===== config.mk =====
export PLATFORM = sky130hd
export DESIGN_NAME = au_cmp_eq_seq_flat
export DESIGN_NICKNAME = d
export VERILOG_FILES = /design/src/rtl/au_cmp_eq_seq_if.sv /design/src/rtl/au_cmp_eq_seq.sv /design/src/flat_wrapper.sv
export SDC_FILE = /design/constraint.sdc
export NUM_CORES = 1
export LEC_CHECK = 0
export ABC_AREA = 1
export CORE_MARGIN = 4
export CORE_UTILIZATION = 51
export CTS_BUF_LIST = sky130_fd_sc_hd__clkbuf_8
export CTS_CLUSTER_DIAMETER = 60
export DETAILED_ROUTE_END_ITERATION = 8
export PLACE_DENSITY = 0.82
export SYNTH_ARGS = -nofsm -noshare
export SYNTH_HDL_FRONTEND = slang
export SYNTH_SLANG_ARGS = --single-unit

===== constraint.sdc =====
create_clock -name clk -period 1.9 [get_ports clk]
set_input_delay 0.285 -clock clk [delete_from_list [all_inputs] [get_ports clk]]
set_output_delay 0.285 -clock clk [all_outputs]
set_load 0.02 [all_outputs]

===== src/rtl/au_cmp_eq_seq_if.sv =====
// Word-pair stream in, single comparison result out.
// The master side is the operand source plus the result consumer; the comparator is the slave.
interface au_cmp_eq_seq_if #(
    parameter int WIDTH = 8,
    parameter int IDX_W = 8
);
    logic             in_valid;
    logic             in_ready;
    logic             in_last;
    logic [WIDTH-1:0] a_word;
    logic [WIDTH-1:0] b_word;
    logic             out_valid;
    logic             out_ready;
    logic             eq;
    logic [IDX_W-1:0] mm_idx;
    logic [IDX_W-1:0] cnt;

    modport master (
        output in_valid, in_last, a_word, b_word, out_ready,
        input  in_ready, out_valid, eq, mm_idx, cnt
    );

    modport slave (
        input  in_valid, in_last, a_word, b_word, out_ready,
        output in_ready, out_valid, eq, mm_idx, cnt
    );
endinterface


===== src/rtl/au_cmp_eq_seq.sv =====
// Sequential multi-word equality comparator: folds word-pair equality over an operand
// and returns eq, first-mismatch index and word count as one registered result.
//
//   state   | meaning
//   ST_ACC  | accepting word pairs (in_ready=1), accumulating equality
//   ST_RESP | result held on outputs (out_valid=1) until out_ready
module au_cmp_eq_seq #(
    parameter int WIDTH = 8,
    parameter int IDX_W = 8
) (
    input  logic            clk,
    input  logic            rst_n,
    au_cmp_eq_seq_if.slave  bus
);
    typedef enum logic {
        ST_ACC  = 1'b0,
        ST_RESP = 1'b1
    } state_e;

    state_e           state_q, state_d;
    logic             acc_eq_q, acc_eq_d;
    logic             found_q, found_d;
    logic [IDX_W-1:0] idx_q, idx_d;
    logic [IDX_W-1:0] mm_r_q, mm_r_d;
    logic             eq_q, eq_d;
    logic [IDX_W-1:0] mm_idx_q, mm_idx_d;
    logic [IDX_W-1:0] cnt_q, cnt_d;

    logic             accept;
    logic             weq;
    logic [IDX_W-1:0] idx_inc;
    logic [IDX_W-1:0] mm_new;

    assign accept  = bus.in_valid && (state_q == ST_ACC);
    assign weq     = &(~(bus.a_word ^ bus.b_word));
    // Index sticks at all-ones so late mismatches still report a bounded position.
    assign idx_inc = (&idx_q) ? idx_q : idx_q + IDX_W'(1);
    assign mm_new  = (!weq && !found_q) ? idx_q : mm_r_q;

    always_comb begin
        state_d  = state_q;
        acc_eq_d = acc_eq_q;
        found_d  = found_q;
        idx_d    = idx_q;
        mm_r_d   = mm_r_q;
        eq_d     = eq_q;
        mm_idx_d = mm_idx_q;
        cnt_d    = cnt_q;
        case (state_q)
            ST_ACC: begin
                if (accept) begin
                    if (bus.in_last) begin
                        eq_d     = acc_eq_q & weq;
                        mm_idx_d = mm_new;
                        cnt_d    = idx_inc;
                        state_d  = ST_RESP;
                        acc_eq_d = 1'b1;
                        found_d  = 1'b0;
                        idx_d    = '0;
                        mm_r_d   = '0;
                    end else begin
                        acc_eq_d = acc_eq_q & weq;
                        found_d  = found_q | ~weq;
                        idx_d    = idx_inc;
                        mm_r_d   = mm_new;
                    end
                end
            end
            ST_RESP: begin
                if (bus.out_ready) begin
                    state_d = ST_ACC;
                end
            end
            default: state_d = ST_ACC;
        endcase
    end

    always_ff @(posedge clk) begin
        if (!rst_n) begin
            state_q  <= ST_ACC;
            acc_eq_q <= 1'b1;
            found_q  <= 1'b0;
            idx_q    <= '0;
            mm_r_q   <= '0;
            eq_q     <= 1'b0;
            mm_idx_q <= '0;
            cnt_q    <= '0;
        end else begin
            state_q  <= state_d;
            acc_eq_q <= acc_eq_d;
            found_q  <= found_d;
            idx_q    <= idx_d;
            mm_r_q   <= mm_r_d;
            eq_q     <= eq_d;
            mm_idx_q <= mm_idx_d;
            cnt_q    <= cnt_d;
        end
    end

    assign bus.in_ready  = (state_q == ST_ACC);
    assign bus.out_valid = (state_q == ST_RESP);
    assign bus.eq        = eq_q;
    assign bus.mm_idx    = mm_idx_q;
    assign bus.cnt       = cnt_q;
endmodule

===== src/flat_wrapper.sv =====
// flat-port wrapper written by rule: the top's interface ports become plain ports
module au_cmp_eq_seq_flat 
#(
    parameter int WIDTH = 8,
    parameter int IDX_W = 8
)
  (clk, rst_n, bus_in_valid, bus_in_last, bus_a_word, bus_b_word, bus_out_ready, bus_in_ready, bus_out_valid, bus_eq, bus_mm_idx, bus_cnt);
  au_cmp_eq_seq_if #(.WIDTH(WIDTH), .IDX_W(IDX_W)) bus_i ();
  input  logic clk;
  input  logic rst_n;
  input wire logic [$bits(bus_i.in_valid)-1:0] bus_in_valid;
  input wire logic [$bits(bus_i.in_last)-1:0] bus_in_last;
  input wire logic [$bits(bus_i.a_word)-1:0] bus_a_word;
  input wire logic [$bits(bus_i.b_word)-1:0] bus_b_word;
  input wire logic [$bits(bus_i.out_ready)-1:0] bus_out_ready;
  output wire logic [$bits(bus_i.in_ready)-1:0] bus_in_ready;
  output wire logic [$bits(bus_i.out_valid)-1:0] bus_out_valid;
  output wire logic [$bits(bus_i.eq)-1:0] bus_eq;
  output wire logic [$bits(bus_i.mm_idx)-1:0] bus_mm_idx;
  output wire logic [$bits(bus_i.cnt)-1:0] bus_cnt;
  assign bus_i.in_valid = bus_in_valid;
  assign bus_i.in_last = bus_in_last;
  assign bus_i.a_word = bus_a_word;
  assign bus_i.b_word = bus_b_word;
  assign bus_i.out_ready = bus_out_ready;
  assign bus_in_ready = bus_i.in_ready;
  assign bus_out_valid = bus_i.out_valid;
  assign bus_eq = bus_i.eq;
  assign bus_mm_idx = bus_i.mm_idx;
  assign bus_cnt = bus_i.cnt;
  au_cmp_eq_seq #(.WIDTH(WIDTH), .IDX_W(IDX_W)) u_core (.clk(clk), .rst_n(rst_n), .bus(bus_i));
endmodule

## After elaboration in Yosys (flattened, before gate mapping)

Cells that the tools add are included.

- Input port bits: 21
- Register bits after elaboration: 36
- Output and inout bits: 19

- Add/sub/neg operators: 1
- Bitwise logic cells: 6
- Multiplexer cells: 10
- Reductions and logical operators: 8

Operators by type and width:

| operator | number |
|---|---|
| 8-bit two-way mux | 4 |
| 8-bit AND reduction | 2 |
| 8-bit by 1-bit adder with 8-bit output, second input constant | 1 |
| 8-bit NOT | 1 |
| 8-bit XOR | 1 |
| 1-bit two-way mux | 5 |
| 3-bit AND reduction | 1 |
| 1-bit logical AND | 2 |
| 1-bit logical NOT | 2 |
| 1-bit NOT | 2 |
| 1-bit one-hot mux with 2 select lines | 1 |
| 2-bit AND reduction | 1 |
| 1-bit bitwise AND | 1 |
| 1-bit bitwise OR | 1 |

## Longest topological paths before layout

- Word-level depth: 7
- Mapped depth: 10
- Depth with buffers taken out: 10

## Least setup slack after synthesis

Ideal clock, no wire load.

- Kind: flip-flop to flip-flop
- Start: reg u_core.state_q, in the netlist u_core.bus.out_valid
- End: reg u_core.acc_eq_q
- Path buffers: 1
- Setup slack: 0.491 ns
- Arrival time: 1.293 ns
- Cell stages (with the launch flop): 9
- Clock period less this slack: 1.409 ns
- Cell sequence: dfxtp_1 > inv_2 > nand2_1 > nor2_1 > inv_1 > nand2_1 > inv_2 > buf_2 > nand2_1

- Cells in the longest elaborated chain, start to end: 3

RTL lines:

| element | line | RTL |
|---|---|---|
| start, declared | au_cmp_eq_seq.sv:20 | `state_e state_q, state_d;` |
| start signal, assigned | au_cmp_eq_seq.sv:89 | `state_q <= state_d;` |
| 1-bit NOT (no source line) (*) | - |  |
| via bus_in_ready | flat_wrapper.sv:16 | `output wire logic [$bits(bus_i.in_ready)-1:0] bus_in_ready;` |
| 1-bit logical AND | au_cmp_eq_seq.sv:34 | `assign accept = bus.in_valid && (state_q == ST_ACC);` |
| 2-bit AND reduction (no source line) (*) | - |  |
| end signal, assigned | au_cmp_eq_seq.sv:90 | `acc_eq_q <= acc_eq_d;` |
| end, declared | au_cmp_eq_seq.sv:21 | `logic acc_eq_q, acc_eq_d;` |

Mark *: on every way through the listed nets, which the timed path passes. The rest lies on a longest branch.
A chain may end at the register's enable or synchronous reset.

## Worst setup path after layout

- Start: reg u_core.idx_q[1]
- End: reg u_core.idx_q[5]

- Cells in the longest elaborated chain, start to end: 3

RTL lines:

| element | line | RTL |
|---|---|---|
| start, declared | au_cmp_eq_seq.sv:23 | `logic [IDX_W-1:0] idx_q, idx_d;` |
| start signal, assigned | au_cmp_eq_seq.sv:92 | `idx_q <= idx_d;` |
| 8-bit by 1-bit adder with 8-bit output / 8-bit AND reduction (equally long branches) | au_cmp_eq_seq.sv:37 | `assign idx_inc = (&idx_q) ? idx_q : idx_q + IDX_W'(1);` |
| 8-bit two-way mux (*) | au_cmp_eq_seq.sv:37 |  |
| 8-bit two-way mux (*) | au_cmp_eq_seq.sv:52 | `if (bus.in_last) begin` |

Mark *: on every way between the ends. The rest lies on a longest branch, timed or not.

==> impl_metrics.json <==
{
  "cts_inserted_buffers": 5,
  "regToRegEndpoint": "u_core.idx_q[5]",
  "grt_pass1_wl_mm": 6.44,
  "report.power.total_mw": 1.54,
  "start_util_pct": 54.0,
  "share_of_the_cycle_needed_by_the_critical_path_after_routing_pct": 85.0,
  "layout-drive-gt1-share_pct": 7.32,
  "antenna_cells": 0,
  "max-clock-path-buffers": 2,
  "die_area_um2": 4270,
  "min_delay_worst_endpoint": "u_core.bus.mm_idx[5]",
  "min_path_type": "register to register",
  "grt_setup_unrepaired": "no",
  "timing.reg2reg.worst_path_depth": 8,
  "max_freq_ghz": 0.619,
  "finalHoldWorstSlack_ns": 0.451,
  "via_count": 1675,
  "postSynth.asyncResetShare_pct": 0,
  "wl_mm": 3.94,
  "chipHeight_um": 65.3,
  "power-per-cell-area_nw_per_um2": 695,
  "ys_ff_latch": 36,
  "wire_length_per_cell_um": 11.9,
  "final_hold_viol_count": 0,
  "grt_start_max_net_pins": 19,
  "detail_route.drc_violations": 0,
  "drt_first_pass_iters": 4,
  "io-pin-count": 40,
  "layout.area.seq_um2": 721,
  "cts_htree_levels": 2,
  "groute.usage.overall_pct": 19.6,
  "final.setup.tns_ns": 0,
  "criticalPathCategory": "register to register",
  "synth_nets": 263,
  "clock-skew-final_ns": 0.00396,
  "run_status": "complete, no violations",
  "path_clk_slew_ns": 0.07,
  "dpl_hpwl_mm": 2.83,
  "dominantRegCellSynth": "sky130_fd_sc_hd__dfxtp_1",
  "ir_worst_vdd_mv": 0.541,
  "yosys_warnings": 0,
  "netlist_cell_types": 25,
  "finalCriticalPeriod_ns": 1.62,
  "number_of_global_route_vias_before_repair": 1464,
  "fp.dieW_um": 65.3,
  "final_critical_path_setup_slack_ns": 0.284,
  "final.fill_count": 264,
  "tightest_slew_ns": 0.332,
  "multi_input_area_um2": 807,
  "numPortBuffers": 39,
  "synthCells": 241,
  "path_max_fanout": 5,
  "grt_antenna_before_repair": 0,
  "cts_tree": "built",
  "first_iter_violations": 110,
  "regToRegStartpoint": "u_core.idx_q[1]",
  "global_route.overflow_total": 0,
  "worst_slew_margin_rel_pct": 77.8,
  "pre_cts_ws_ns": 0.163,
  "worst_skew_late_latency_ns": 0.28,
  "worst_ep_arrival_time_ns": 1.83,
  "crit_path_start": "u_core.idx_q[1]",
  "holdBufCountCts": 0,
  "core_area_um2": 3100,
  "cts_sinks": 36,
  "drv_cap": 0,
  "maxSlewViolCount": 0,
  "syn_to_final_growth_pct": 32.6,
  "avgSynthCellArea_um2": 6.95,
  "finalSetupViolations": 0,
  "cts.repair.resized": 0,
  "hold_path_startpoint": "u_core.bus.mm_idx[5]",
  "route.antenna.remaining_nets": 0,
  "syn_area_um2": 1680,
  "via_per_inst": 5.06,
  "finish.net_count": 308,
  "worst_setup_path_start_kind": "register",
  "synth_edf_count": 0,
  "r2r_setup_slack_ns": 0.28,
  "place.gp.congestion": 0.831,
  "cts_setup_buffers": 0,
  "ys_seq_area_share_pct": 43.0,
  "power.leakage_nw": 0.942,
  "critical_path.endpoint_type": "register",
  "clock-root-buffer": "sky130_fd_sc_hd__clkbuf_8",
  "hold_path_depth": 2,
  "worst-endpoint-required_ns": 2.12,
  "num_rows": 20
}
-- flip-flops by register name, indices dropped and copies added, names as in the netlist --
register	flops
u_core.mm_r_q	8
u_core.bus.mm_idx	8
u_core.bus.out_valid	1
u_core.idx_q	8
u_core.found_q	1
u_core.bus.cnt	8
u_core.bus.eq	1
u_core.acc_eq_q	1
-- cells in the final DEF, fill, tap and decap left out, types with 2 or more instances in the layout --
cell | synthesis | final
sky130_fd_sc_hd__nand2_1 | 90 | 90
sky130_fd_sc_hd__clkdlybuf4s50_1 | 0 | 39
sky130_fd_sc_hd__dfxtp_1 | 36 | 36
sky130_fd_sc_hd__nand3_1 | 29 | 29
sky130_fd_sc_hd__inv_1 | 25 | 25
sky130_fd_sc_hd__a21oi_1 | 18 | 18
sky130_fd_sc_hd__nor2_1 | 6 | 6
sky130_fd_sc_hd__xnor2_1 | 6 | 6
sky130_fd_sc_hd__clkbuf_8 | 0 | 6
sky130_fd_sc_hd__buf_4 | 1 | 5
sky130_fd_sc_hd__a22o_1 | 4 | 4
sky130_fd_sc_hd__inv_2 | 3 | 3
sky130_fd_sc_hd__clkinv_2 | 1 | 3
sky130_fd_sc_hd__xor2_1 | 3 | 3
sky130_fd_sc_hd__o21ai_0 | 3 | 3
sky130_fd_sc_hd__clkinv_1 | 2 | 2
-- cell type report --
type / instances / area share [%]
clock buffers: 6 / 3.72
clock inverters: 2 / 0.451
inverters: 31 / 5.30
multi-input cells: 168 / 36.3
flip-flops and latches: 36 / 32.5
well taps: 44 / 2.48
repair buffers: 44 / 19.3
-- critical path, cell delays in order (launching register included) --
cell and delay, ns:
sky130_fd_sc_hd__dfxtp_1 0.41, sky130_fd_sc_hd__ha_1 0.23, sky130_fd_sc_hd__nand2_2 0.09, sky130_fd_sc_hd__nor2_4 0.13
sky130_fd_sc_hd__nand4_4 0.12, sky130_fd_sc_hd__nand2_1 0.10, sky130_fd_sc_hd__xor2_1 0.26, sky130_fd_sc_hd__nand2_1 0.09
sky130_fd_sc_hd__a21oi_1 0.12
-- worst max-delay path by stage --
stage	to	slack, ns	depth (start not counted)
after floorplan	u_core.acc_eq_q	0.49	8
after global placement	u_core.mm_r_q[6]	0.20	9
after detailed placement	u_core.mm_r_q[1]	0.16	9
after CTS	u_core.idx_q[4]	0.31	8
after global routing	u_core.idx_q[4]	0.11	8
final	u_core.idx_q[5]	0.28	8
-- per-layer routing --
metal	vias up	GRT usage (%)	wire, µm
li1	854	-	-
met1	739	23.3	1690
met2	73	33.0	1830
met3	9	5.30	329
met4	0	8.55	91
met5	-	0	0
-- cell usage after synthesis (2+ instances only) --
| master | instances | share of area [%] |
|---|---|---|
| sky130_fd_sc_hd__nand2_1 | 90 | 20 |
| sky130_fd_sc_hd__nand3_1 | 29 | 8.7 |
| sky130_fd_sc_hd__clkinv_1 | 2 | 0.45 |
| sky130_fd_sc_hd__a22o_1 | 4 | 2.1 |
| sky130_fd_sc_hd__o21ai_0 | 3 | 0.90 |
| sky130_fd_sc_hd__inv_2 | 3 | 0.67 |
| sky130_fd_sc_hd__dfxtp_1 | 36 | 43 |
| sky130_fd_sc_hd__clkbuf_1 | 2 | 0.45 |
| sky130_fd_sc_hd__xnor2_1 | 6 | 3.1 |
| sky130_fd_sc_hd__inv_1 | 25 | 5.6 |
| sky130_fd_sc_hd__a21oi_1 | 18 | 5.4 |
| sky130_fd_sc_hd__buf_2 | 3 | 0.90 |
| sky130_fd_sc_hd__nor2_1 | 6 | 1.3 |
| sky130_fd_sc_hd__xor2_1 | 3 | 1.6 |
-- kinds of logic after synthesis --
logic type | after synthesis | synth area share, %
buf+inv | 37 | 8.81
flops | 36 | 43.0
compound gates | 27 | 9.11
simple gates | 131 | 33.6
xor+xnor | 9 | 4.71
fa+ha+maj | 1 | 0.747
-- report_power, final --
part / total, mW / internal (mW) / switching, mW
Clock: 0.548 / 0.289 / 0.259
Sequential: 0.783 / 0.773 / 0.00967
Combinational: 0.212 / 0.0967 / 0.115
Total: 1.54 / 1.16 / 0.384
-- stage by stage --
| stage | utilization (%) | cells | cell area, µm² |
|---|---|---|---|
| after global placement | 68.6 | 323 | 2130 |
| after global routing | 71.6 | 331 | 2220 |
| after detailed placement | 68.6 | 323 | 2130 |
| after floorplan | - | 241 | 1680 |
| final | 71.6 | 331 | 2220 |
| after CTS | 71.6 | 331 | 2220 |
Note: power is estimated with default switching activity, not from simulation.
